[config.mk]
export PLATFORM = sky130hd
export DESIGN_NAME = instruction_stack_core
export DESIGN_NICKNAME = d
export VERILOG_FILES = /design/src/rtl/instruction_stack_core.sv
export SDC_FILE = /design/constraint.sdc
export NUM_CORES = 1
export LEC_CHECK = 0
export BUFFER_PORTS_ARGS = -buffer_cell sky130_fd_sc_hd__buf_2
export CAP_MARGIN = 40
export CORE_AREA = 2 2 147 149
export CTS_CLUSTER_SIZE = 24
export DETAILED_ROUTE_END_ITERATION = 8
export DIE_AREA = 0 0 149 151
export GPL_ROUTABILITY_DRIVEN = 0
export HOLD_SLACK_MARGIN = 0.02
export PLACE_DENSITY_LB_ADDON = 0.08
export SLEW_MARGIN = 15
export SYNTH_ARGS = -nofsm -noshare
export SYNTH_HDL_FRONTEND = slang
export SYNTH_SLANG_ARGS = --single-unit
[constraint.sdc]
create_clock -name clk -period 4.1 [get_ports clk]
set_clock_uncertainty 0.2 [all_clocks]
set_input_delay 0.41 -clock clk [delete_from_list [all_inputs] [get_ports clk]]
set_output_delay 0.41 -clock clk [all_outputs]
set_load 0.005 [all_outputs]
[src/rtl/instruction_stack_core.sv]
`default_nettype none
// ============================================================================
//  Module      : instruction_stack_core
//  Description : Return-address stack. A call pushes the caller's program
//                counter; a return pops the most recent entry and presents
//                entry + 1 (the return address) on a registered output.
//
//  Ports
//    clk      in   1           rising-edge clock
//    rst      in   1           asynchronous, active-low reset
//    i_PC     in   data_width  PC of the calling instruction (sampled on push)
//    call     in   1           push request (wins over rtrn)
//    rtrn     in   1           pop request
//    o_Stack  out  data_width  registered return address (popped entry + 1)
//    o_full   out  1           stack holds 2^addr_width entries
//    o_empty  out  1           stack holds no entries
//
//  Revision    : 1.0  initial release
// ============================================================================
module instruction_stack_core #(
    parameter int addr_width = 4,
    parameter int data_width = 16
) (
    input  logic                  clk,
    input  logic                  rst,
    input  logic [data_width-1:0] i_PC,
    input  logic                  call,
    input  logic                  rtrn,
    output logic [data_width-1:0] o_Stack,
    output logic                  o_full,
    output logic                  o_empty
);

    localparam int                  c_DEPTH   = 1 << addr_width;
    localparam logic [addr_width:0] c_SP_FULL = (addr_width + 1)'(c_DEPTH);
    localparam logic [addr_width:0] c_SP_ONE  = (addr_width + 1)'(1);
    localparam logic [data_width-1:0] c_INC   = data_width'(1);

    // Storage is deliberately not reset: entries above sp are unreachable.
    logic [data_width-1:0] r_mem [c_DEPTH];

    // Occupancy counter, one bit wider than the address so "full" is
    // distinguishable from "empty".
    logic [addr_width:0]   r_sp;

    logic                  w_push;
    logic                  w_pop;
    logic [addr_width:0]   w_sp_dec;
    logic [addr_width-1:0] w_wr_idx;
    logic [addr_width-1:0] w_rd_idx;

    assign o_full   = (r_sp == c_SP_FULL);
    assign o_empty  = (r_sp == '0);

    // call has priority: a simultaneous rtrn is dropped.
    assign w_push   = call && !o_full;
    assign w_pop    = rtrn && !call && !o_empty;

    assign w_sp_dec = r_sp - c_SP_ONE;
    assign w_wr_idx = r_sp[addr_width-1:0];
    assign w_rd_idx = w_sp_dec[addr_width-1:0];

    always_ff @(posedge clk or negedge rst) begin
        if (!rst) begin
            r_sp    <= '0;
            o_Stack <= '0;
        end else if (w_push) begin
            r_sp    <= r_sp + c_SP_ONE;
        end else if (w_pop) begin
            r_sp    <= w_sp_dec;
            // Wraps modulo 2^data_width by construction.
            o_Stack <= r_mem[w_rd_idx] + c_INC;
        end
    end

    always_ff @(posedge clk) begin
        if (w_push) begin
            r_mem[w_wr_idx] <= i_PC;
        end
    end

endmodule
`default_nettype wire

==> results.cfg <==
[run_status]
status = completed

[grt]
globalRouteMet1Util_pct = 35.1
grt_util_met2_pct = 38.2
grt_pass1_vias = 6256
antenna_found_initial = 0
grt_use_met3_pct = 3.34
grt_overflow = 0
grt_pass1_wl_mm = 39.0
grt_usage_pct = 23.9
grt_max_degree = 44
top_usage_layer = met2

[cts]
tritoncts = yes
cts_buffers = 28
clock_sinks = 277
clk_pin_slew_ps = 70
cts_root_buffer = clkbuf_16
clock_latency_ps = 530
postCtsSetupRepairBufs = 0
clockBufferDepth = 3
htreeDepth = 1

[timing]
drv_slew = 0
rsz0062_at_grt = no
finalCriticalPeriod_ps = 3830
timing.slew.headroom_pct = 48.2
fin_crit_sh_pct = 93.3
tns_ps = 0
setup_viol = 0
hold_viol = 0
max_freq_ghz = 0.261
tightest_slew_ps = 774

[hold_path]
min-delay-start = i_PC[12]
hold_path_class = primary input to flip-flop

[synth]
yosysSeqAreaShare_pct = 71.5
syn-cell-area_sq_um = 11500
postSynthAreaPerCell_sq_um = 17.2
synth_edf_count = 256
synthArstFlopShare_pct = 7.58
syn-num-nets = 694
synth_cell_types = 58
synth_warnings = 0
syn_inst = 668
ys_ff_latch = 277
ys.flop_type = edfxtp_1

[power_and_ir_drop]
power_frac_clock_pct = 22.9
irDropWorstVdd_mv = 0.517
power.internal_uw = 6760
seq_power_share_pct = 33.9
switching_share_pct = 36.5
switching_power_uw = 3880
p_comb_share_pct = 43.3
p_per_area_nw_per_um2 = 815
p_leak_uw = 0.00442

[setup_path]
cp.required_ps = 4340
cp_data_arrival_time_ps = 4070
reg2reg_from = r_sp[0]
worstSetupStartpointType = flip-flop
startpoint = r_sp[0]
critical_path_class = flip-flop to flip-flop
cp-end-kind = flip-flop
worst-path-max-fanout = 16

[cells_and_area]
final_common_cell = edfxtp_1
drive_gt1_share_pct = 26.4
syn2layout_area_growth_pct = 13.6
antenna_cells = 0
final_cell_mix = edfxtp_1, nand2_1, mux4_2, buf_2, buf_4
final_area_sq_um = 13100
fill_cells = 1474
post-route-util_pct = 62.7
finalNetCount = 764

[floorplan]
num_rows = 53
die-area_sq_um = 22500
die_y_um = 151
start_util_pct = 55.2
die_w_um = 149
num_io_pins = 38
core_sq_um = 20800

[route]
num_vias = 6269
drtIter0Drc = 535
ant_nets = 0
drt-total-wl_mm = 26.0
vias_per_cell = 6.06
firstDrtPassIters = 5
wl_per_cell_um = 25.1
drc = 0

[place]
place_area_sq_um = 12200
port_buffers = 37
dp_hpwl_mm = 15.7

[job]
drv_cap = 0
==> power by group through the flow <==
stage | sequential (uW) | combinational, uW | clock, uW
floorplan | 3600 | 3260 | 0
global placement | 3640 | 4530 | 0
detailed placement | 3660 | 4580 | 0
CTS | 3600 | 4610 | 2480
global route | 3630 | 4950 | 2600
finish | 3600 | 4600 | 2430
==> stage by stage <==
step                      setup WS, ps  power (uW)  hold WS, ps  instances
after floorplan                   81.4        6870        -85.6        668
after global placement             349        8170          190        981
after detailed placement           269        8230          199        982
after CTS                          231       10700         33.5       1035
after global routing              30.7       11200         48.2       1035
final                              275       10600         54.0       1035
==> critical path: stages, from the launching register on <==
cell	delay, ps
dfrtp_4	400
inv_1	60
buf_4	170
ha_2	540
buf_4	270
nor2_1	200
a22oi_1	360
nand3_1	110
nand2_1	100
ha_1	190
inv_1	70
nor3_2	320
nand2_1	160
or3_1	380
a31oi_1	200
==> worst paths after layout <==
kind | to | slack, ps | cells past startpoint
worst max-delay path | o_Stack[14] | 270 | 14
worst min-delay path | r_mem[15][12] | 50 | 1
worst max register to register | o_Stack[14] | 270 | 14
worst min register to register | o_Stack[7] | 270 | 2
max in group asynchronous | r_sp[0] | 3140 | 2
min in group asynchronous | r_sp[3] | 170 | 2
==> cells in the mapped netlist (10+ instances only) <==
master	count	area [sq um]
a21oi_1	10	50.1
buf_2	13	65.1
dfrtp_1	21	526
edfxtp_1	256	7690
mux2i_1	16	160
mux4_2	51	1150
nand2_1	89	334
nand3_1	30	150
nor2_1	20	75.1
o21ai_0	18	90.1
==> flip-flops by register name, summed over array words and instances (netlist names) <==
signal and flops:
r_mem 256, r_sp 5, o_Stack 16
==> layout make-up <==
cell class	instances	area [sq um]	area share [%]
flip-flops and latches	277	8220	62.9
multi-input cells	352	3110	23.8
clock buffers	35	748	5.73
repair buffers	74	478	3.66
well taps	275	344	2.64
clock inverters	17	135	1.04
inverters	5	18.8	0.144
==> per-layer routing <==
layer | vias up | wire, um
li1 | 2780 | -
met1 | 3229 | 11600
met2 | 223 | 12300
met3 | 37 | 1530
met4 | 0 | 544
met5 | - | 0
==> kinds of logic (layout without fill, tap and decap cells) <==
logic type               count (synthesis)  after routing  synth area share [%]
flip-flops                             277            277                  71.5
AND/OR/NAND/NOR                        189            189                  8.12
multiplexers                            77             77                  12.5
AO/OA/AOI/OAI                           64             64                  3.94
buffers and inverters                   39            131                  1.91
XOR/XNOR                                16             16                  1.42
adder cells (fa/ha/maj)                  6              6                 0.653
==> what timing repair did <==
action	in CTS	in global routing
hold buffers	1	0
hold endpoints to repair	21	0
endpoints found under the setup margin	0	1
gates resized for setup	0	1
Note: power is estimated with default switching activity, not from simulation.
